<file path="src/rtl/truth_table_preimage_scanner.sv">
// Purpose: inverts a packed N_IN-in/N_OUT-out truth table, streaming every input vector that maps to the queried code.
// Latency: first beat 1 cycle after query accept; k matches drain in k cycles; a code with no preimage returns one "none" beat.
// Backpressure: beats hold stable while m_ready is low; q_ready is high only in IDLE, so queries stall for the whole burst.
module truth_table_preimage_scanner #(
    parameter int N_IN  = 3,
    parameter int N_OUT = 4,
    parameter logic [(N_OUT<<N_IN)-1:0] TT = 32'h6C9C6090
) (
    input  logic             clk,
    input  logic             reset,
    input  logic             q_valid,
    output logic             q_ready,
    input  logic [N_OUT-1:0] q_code,
    output logic             m_valid,
    input  logic             m_ready,
    output logic [N_IN-1:0]  m_input,
    output logic             m_last,
    output logic             m_none,
    output logic [N_IN:0]    m_count
);

    localparam int NE = 1 << N_IN;

    localparam logic [1:0] ST_IDLE = 2'd0;
    localparam logic [1:0] ST_EMIT = 2'd1;
    localparam logic [1:0] ST_NONE = 2'd2;

    logic [1:0]    state_q, state_d;
    logic [NE-1:0] match_q, match_d;
    logic [N_IN:0] count_q, count_d;

    logic [NE-1:0] hits;
    logic [N_IN:0] hit_count;
    logic [N_IN-1:0] first_idx;
    logic          match_rest;   // any match bit remains besides the lowest one

    // Compare the incoming code against every table entry and count the hits.
    always_comb begin
        hits      = '0;
        hit_count = '0;
        for (int i = 0; i < NE; i++) begin
            hits[i]   = (TT[i*N_OUT +: N_OUT] == q_code);
            hit_count = hit_count + (N_IN+1)'(hits[i]);
        end
    end

    // Priority-encode the lowest pending match so beats leave in ascending index order.
    always_comb begin
        first_idx = '0;
        for (int i = NE - 1; i >= 0; i--) begin
            if (match_q[i]) begin
                first_idx = N_IN'(i);
            end
        end
        match_rest = |(match_q & (match_q - NE'(1)));
    end

    // Next-state: latch the match vector at accept, retire one bit per handshake.
    always_comb begin
        state_d = state_q;
        match_d = match_q;
        count_d = count_q;
        case (state_q)
            ST_IDLE: begin
                if (q_valid) begin
                    match_d = hits;
                    count_d = hit_count;
                    state_d = (|hits) ? ST_EMIT : ST_NONE;
                end
            end
            ST_EMIT: begin
                if (m_ready) begin
                    // x & (x-1) drops exactly the lowest set bit
                    match_d = match_q & (match_q - NE'(1));
                    if (!match_rest) begin
                        state_d = ST_IDLE;
                    end
                end
            end
            ST_NONE: begin
                if (m_ready) begin
                    state_d = ST_IDLE;
                end
            end
            default: begin
                state_d = ST_IDLE;
            end
        endcase
    end

    // State registers; reset aborts any burst in progress immediately.
    always_ff @(posedge clk or posedge reset) begin
        if (reset) begin
            state_q <= ST_IDLE;
            match_q <= '0;
            count_q <= '0;
        end else begin
            state_q <= state_d;
            match_q <= match_d;
            count_q <= count_d;
        end
    end

    // Outputs decode from registered state only; no path from q_* to m_*.
    always_comb begin
        q_ready = (state_q == ST_IDLE);
        m_valid = (state_q == ST_EMIT) || (state_q == ST_NONE);
        m_none  = (state_q == ST_NONE);
        m_input = (state_q == ST_EMIT) ? first_idx : '0;
        m_last  = ((state_q == ST_EMIT) && !match_rest) || (state_q == ST_NONE);
        // A no-match query latched a zero popcount, so NONE reports 0 naturally.
        m_count = count_q;
    end

endmodule

</file>
<file path="config.mk">
export PLATFORM = sky130hd
export DESIGN_NAME = truth_table_preimage_scanner
export DESIGN_NICKNAME = d
export VERILOG_FILES = /design/src/rtl/truth_table_preimage_scanner.sv
export SDC_FILE = /design/constraint.sdc
export NUM_CORES = 1
export LEC_CHECK = 0
export CAP_MARGIN = 5
export CORE_MARGIN = 5
export CORE_UTILIZATION = 35
export CTS_CLUSTER_DIAMETER = 80
export DETAILED_ROUTE_END_ITERATION = 7
export GPL_TIMING_DRIVEN = 0
export PLACE_DENSITY = 0.54
export SYNTH_ARGS = -nofsm -noshare
export SYNTH_HDL_FRONTEND = slang
export SYNTH_SLANG_ARGS = --single-unit
</file>
<file path="constraint.sdc">
create_clock -name clk -period 3.11 [get_ports clk]
set_input_delay 0.4665 -clock clk [delete_from_list [all_inputs] [get_ports clk]]
set_output_delay 0.4665 -clock clk [all_outputs]
set_load 0.05 [all_outputs]
</file>
==> results.json, run 1 <==
{
  "via_count": 831,
  "postSynth.asyncResetShare_pct": 100,
  "fp.dieArea_um2": 3820,
  "io_buffers": 17,
  "fp.dieH_um": 61.8,
  "period_share_pct": 92.6,
  "drive_gt1_share_pct": 8.73,
  "max_freq_mhz": 347,
  "synth_xor_area_share_pct": 0.932,
  "final_core_util_pct": 46.8,
  "synth.most_common_cell": "dfrtp_1",
  "synth_edf_count": 0,
  "core_um2": 2520,
  "power.leakage_nw": 0.600,
  "cts-root-buf": "clkbuf_4",
  "clk_pin_slew_ns": 0.09,
  "vias_per_cell": 5.33,
  "syn_avg_cell_area_um2": 8.95,
  "dr.pass1.iters": 4,
  "cp-end-kind": "primary output",
  "synthCells": 105,
  "post_cts_buffers": 0,
  "finalNetCount": 141,
  "drc": 0,
  "syn-num-nets": 119,
  "area_growth_pct": 25.7,
  "rsz0062_at_grt": "no",
  "final_area_um2": 1180,
  "synth_area_leaders": "dfrtp_1, ha_1, nand2_1, o21ai_0, inv_1",
  "slowest_stage": "dlygate4sd2_1",
  "cp_max_fo": 9,
  "cp.buffers_inverters": 3,
  "synth_top_cell_area_share_pct": 34.6,
  "track_usage_pct": 13.2,
  "cp.required_ns": 2.64,
  "gr-total-overflow": 0,
  "crit_chain": "buf_6, or4_4, buf_6, nor3_1, o21ai_0, o21bai_1, dlygate4sd2_1",
  "final.fill_count": 262,
  "netlist_area_um2": 940,
  "holdWs_ns": 0.489,
  "drtAntennaViolNets": 0,
  "slew_headroom_pct": 64.9,
  "cpMostUsedCell": "buf_6",
  "synth_compound_area_share_pct": 22.5,
  "grt_util_met2_pct": 19.9,
  "grt_max_degree": 14,
  "synth_ff_type": "dfrtp_1",
  "power_density_nw_per_um2": 808,
  "rows": 18,
  "setup_viol": 0,
  "ys_ff_latch": 13,
  "fin_ws_ns": 0.231,
  "yosys.area_share.simple_pct": 17.6,
  "wl_per_cell_um": 14.2,
  "n_antenna_cell": 0,
  "drt_iter0_markers": 31,
  "gp_congestion": 0.842,
  "placed_cell_area_um2": 1150,
  "numCtsBuffers": 3,
  "start_util_pct": 37.3,
  "period_minus_slack_ns": 2.88,
  "path_class": "reg2out",
  "met1_usage_pct": 18.6,
  "final_cell_count_no_fill": 156,
  "synth_commonest_cells": "dfrtp_1, nand2_1, inv_1",
  "drv_slew": 0,
  "clock-skew-final_ns": 0.000946,
  "ctsHtreeMaxLevel": 1,
  "cp_top_family": "buffers and inverters",
  "ys_seq_area_share_pct": 34.6,
  "start_kind": "flip-flop",
  "tns_ns": 0,
  "arrival_ns": 2.41,
  "yosys.area.top_type": "dfrtp_1",
  "dpl.cell_count": 152,
  "routed_wl_mm": 2.22,
  "cts.sink_count": 13,
  "tightest_slew_ns": 0.526,
  "finalHoldViolCount": 0,
  "grt_pass1_wl_mm": 3.67,
  "ys_types": 37,
  "outcome": "complete, no violations",
  "dp_hpwl_mm": 1.67,
  "cap_violations": 0,
  "dieWidth_um": 61.8,
  "cpPeakStageDelay_ns": 0.54,
  "grt_pass1_vias": 793,
  "ios": 19,
  "antenna_found_initial": 0,
  "vdd_drop_max_uv": 651,
  "cts_tree": "done",
  "hold_class": "reg2reg",
  "clockBufferDepth": 2,
  "synth_fa_ha_area_share_pct": 10.9,
  "pre_cts_ws_ns": 0.262,
  "met3_usage_pct": 3.10,
  "synth_top_family_by_area": "compound AO/OA/AOI/OAI gates",
  "power_mw": 0.954,
  "grt_most_used_layer": "met2",
  "clkLatencyLatePin_ns": 0.28,
  "synthMuxAreaShare_pct": 5.06,
  "yosys_warnings": 0
}
layout make-up:
cell class / instances / area [um^2] / share of cell area (%)
flip-flops and latches: 13 / 325 / 27.5
clock buffers: 3 / 22.5 / 1.91
multi-input cells: 77 / 539 / 45.7
inverters: 8 / 30.0 / 2.54
plain buffers: 7 / 45.0 / 3.81
clock inverters: 1 / 5.00 / 0.424
well taps: 30 / 37.5 / 3.18
repair buffers: 17 / 176 / 14.9
report_power, final:
group	leakage, nW	total [mW]	internal (mW)	switching [mW]
clock	0.0177	0.111	0.0478	0.0632
sequential	0.177	0.234	0.202	0.0322
combinational	0.405	0.609	0.228	0.380
per-layer routing:
metal | share of wire, % | up-vias | wire, um
met5 | 0 | - | 0
met2 | 46 | 22 | 1020
met4 | 0.99 | 0 | 22
met3 | 5.9 | 2 | 131
li1 | - | 412 | -
met1 | 47 | 395 | 1050
what timing repair did:
action / in CTS / in global routing
setup endpoints to repair: 1 / 3
hold buffers: 0 / 0
gates resized for setup: 1 / 3
tightest hold or removal path, cell delays in order (launching register included):
cell and delay, ns:
dfrtp_1 0.36, nand2_1 0.05, o41ai_1 0.05
sequential cells by signal (all words and copies together), names as in the netlist:
register / count
m_count: 3
state_q: 2
match_q: 8
final timing paths:
kind / start / end / slack (ns) / depth (start not counted)
worst max register to register: match_q[0] / state_q[0] / 0.80 / 6
min in group asynchronous: reset / match_q[5] / 0.51 / 2
worst min register to register: m_count[3] / m_count[3] / 0.49 / 2
worst max-delay path: match_q[0] / m_last / 0.23 / 7
max in group asynchronous: reset / match_q[2] / 2.25 / 2
worst min-delay path: m_count[3] / m_count[3] / 0.49 / 2
kinds of logic (layout without fill, tap and decap cells):
group	count (synthesis)	in the layout
AND/OR/NAND/NOR	34	34
flip-flops	13	13
multiplexers	4	4
other	1	1
adder cells (fa/ha/maj)	8	8
buffers and inverters	15	36
AO/OA/AOI/OAI	29	29
XOR/XNOR	1	1
cell usage in the layout (no fill, tap or decap), types with 2 or more instances in the layout:
cell | Yosys | final
clkdlybuf4s50_1 | 0 | 13
dfrtp_1 | 13 | 13
nand2_1 | 11 | 11
inv_1 | 8 | 8
nor2_1 | 7 | 7
o21ai_0 | 7 | 7
ha_1 | 5 | 5
clkbuf_1 | 4 | 4
nand2b_1 | 4 | 4
or3_1 | 3 | 3
nand3_1 | 3 | 3
o31a_1 | 3 | 3
nor3_1 | 3 | 3
a21oi_1 | 3 | 3
clkbuf_4 | 0 | 3
dlymetal6s2s_1 | 0 | 3
buf_6 | 2 | 2
maj3_1 | 2 | 2
mux2_2 | 2 | 2
a32o_1 | 2 | 2
o21bai_1 | 2 | 2
o41ai_1 | 2 | 2
o21ai_1 | 2 | 2
Note: power is estimated with default switching activity, not from simulation.
==> run 2: changes to the inputs <==
DONT_BUFFER_PORTS = 1   (was default)
PLACE_DENSITY = 0.45   (was 0.54)
clock period = 3.2 ns   (was 3.11 ns; I/O delays follow)
==> results.json, run 2 (same netlist as run 1, synthesis figures left out) <==
{
  "gr-total-overflow": 0,
  "largest-register": "match_q",
  "vias_per_cell": 5.46,
  "dieWidth_um": 61.8,
  "ios": 19,
  "grt_pass1_vias": 795,
  "cp_max_fo": 10,
  "grt_pass1_wl_mm": 3.60,
  "cp.required_ns": 2.72,
  "numCtsBuffers": 3,
  "n_antenna_cell": 0,
  "final_cell_count_no_fill": 139,
  "drive_gt1_share_pct": 10.1,
  "cap_violations": 0,
  "max_freq_mhz": 337,
  "setup.worst_path.end": "m_input[0]",
  "clock-skew-final_ns": 0.00725,
  "final_cell_mix": "dfrtp_1, nand2_1, inv_1, nor2_1, o21ai_0",
  "cp-end-kind": "primary output",
  "switching_power_mw": 0.454,
  "fin_ws_ns": 0.229,
  "tns_ns": 0,
  "power.leakage_nw": 0.480,
  "p_seq_share_pct": 28.5,
  "arrival_ns": 2.49,
  "swShare_pct": 52.7,
  "via_count": 759,
  "finalHoldViolCount": 0,
  "fp.dieArea_um2": 3820,
  "io_buffers": 0,
  "cts_tree": "done",
  "clkPwrFrac_pct": 12.3,
  "rows": 18,
  "grt_max_degree": 14,
  "fp.dieH_um": 61.8,
  "start_util_pct": 37.3,
  "period_minus_slack_ns": 2.97,
  "p_int_mw": 0.408,
  "drc": 0,
  "comb_power_share_pct": 59.2,
  "reg2reg_from": "match_q[0]",
  "drtAntennaViolNets": 0,
  "reg2reg_slack_ns": 0.89,
  "vdd_drop_max_uv": 741,
  "slew_headroom_pct": 31.8,
  "dp_hpwl_mm": 1.60,
  "dpl.cell_count": 135,
  "startpoint": "state_q[1]",
  "area_growth_pct": 7.19,
  "path_class": "reg2out",
  "mostFrequentLayoutCell": "dfrtp_1",
  "outcome": "complete, no violations",
  "largest_reg_flops": 8,
  "setup_viol": 0,
  "pre_cts_ws_ns": 0.460,
  "wl_per_cell_um": 15.4,
  "finalNetCount": 124,
  "hold_buffers": 0,
  "rsz0062_at_grt": "no",
  "antenna_found_initial": 0,
  "power_mw": 0.863,
  "clkLatencyLatePin_ns": 0.28,
  "core_um2": 2520,
  "track_usage_pct": 12.7,
  "ctsHtreeMaxLevel": 1,
  "power_density_nw_per_um2": 857,
  "holdWs_ns": 0.108,
  "clockBufferDepth": 2,
  "final.fill_count": 279,
  "reg2reg_depth": 6,
  "tightest_slew_ns": 1.03,
  "post_cts_buffers": 0,
  "dr.pass1.iters": 4,
  "drt_iter0_markers": 48,
  "cts-root-buf": "clkbuf_4",
  "drv_slew": 0,
  "r2r-end": "state_q[0]",
  "period_share_pct": 92.8,
  "start_kind": "flip-flop",
  "gp_congestion": 0.688,
  "clk_pin_slew_ns": 0.09,
  "cts.sink_count": 13,
  "routed_wl_mm": 2.14,
  "hold_class": "in2async"
}
[run 2: timing repair]
item / CTS / global route
gates resized for setup: 0 / 1
hold endpoints to repair: 0 / 0
endpoints found under the setup margin: 0 / 1
[run 2: worst min-delay path by stage]
stage | from | endpoint | slack [ns]
final | reset | match_q[0] | 0.11
after global routing | reset | match_q[0] | 0.17
after CTS | reset | match_q[0] | 0.13
after detailed placement | reset | m_count[1] | 0.45
after global placement | reset | match_q[5] | 0.45
after floorplan | reset | m_count[1] | 0.36
[run 2: metrics by stage]
step	area [um^2]	utilization [%]
after floorplan	940	-
after global placement	977	38.7
after detailed placement	977	38.7
after CTS	1000	39.8
after global routing	1010	39.9
final	1010	39.9
[run 2: critical path, cell delays in order (launching register included)]
cell      delay (ns)
dfrtp_1         0.39
inv_1           0.09
ha_1            0.15
clkbuf_1        0.27
clkbuf_1        0.41
nand2b_1        0.10
a21oi_1         0.80
[run 2: cell type report]
cell class | count | area, um^2 | share of cell area (%)
Buffer | 7 | 45.0 | 4.47
Sequential cell | 13 | 325 | 32.3
Clock buffer | 4 | 26.3 | 2.61
Inverter | 8 | 30.0 | 2.98
Tap cell | 30 | 37.5 | 3.73
Multi-Input combinational cell | 77 | 543 | 53.9
[run 2: power groups by stage]
stage	Combinational (mW)	Clock (mW)	Sequential [mW]
2_1_floorplan	0.442	0	0.240
3_3_place_gp	0.506	0	0.248
3_5_place_dp	0.509	0	0.248
4_1_cts	0.512	0.110	0.245
5_1_grt	0.556	0.115	0.251
6_report	0.511	0.106	0.246
[run 2: routing by layer]
| metal | global-route usage [%] | wire length (um) | up-vias |
|---|---|---|---|
| li1 | - | - | 378 |
| met1 | 18.0 | 1040 | 360 |
| met2 | 18.8 | 941 | 19 |
| met3 | 2.27 | 137 | 2 |
| met4 | 5.45 | 19 | 0 |
| met5 | 0 | 0 | - |
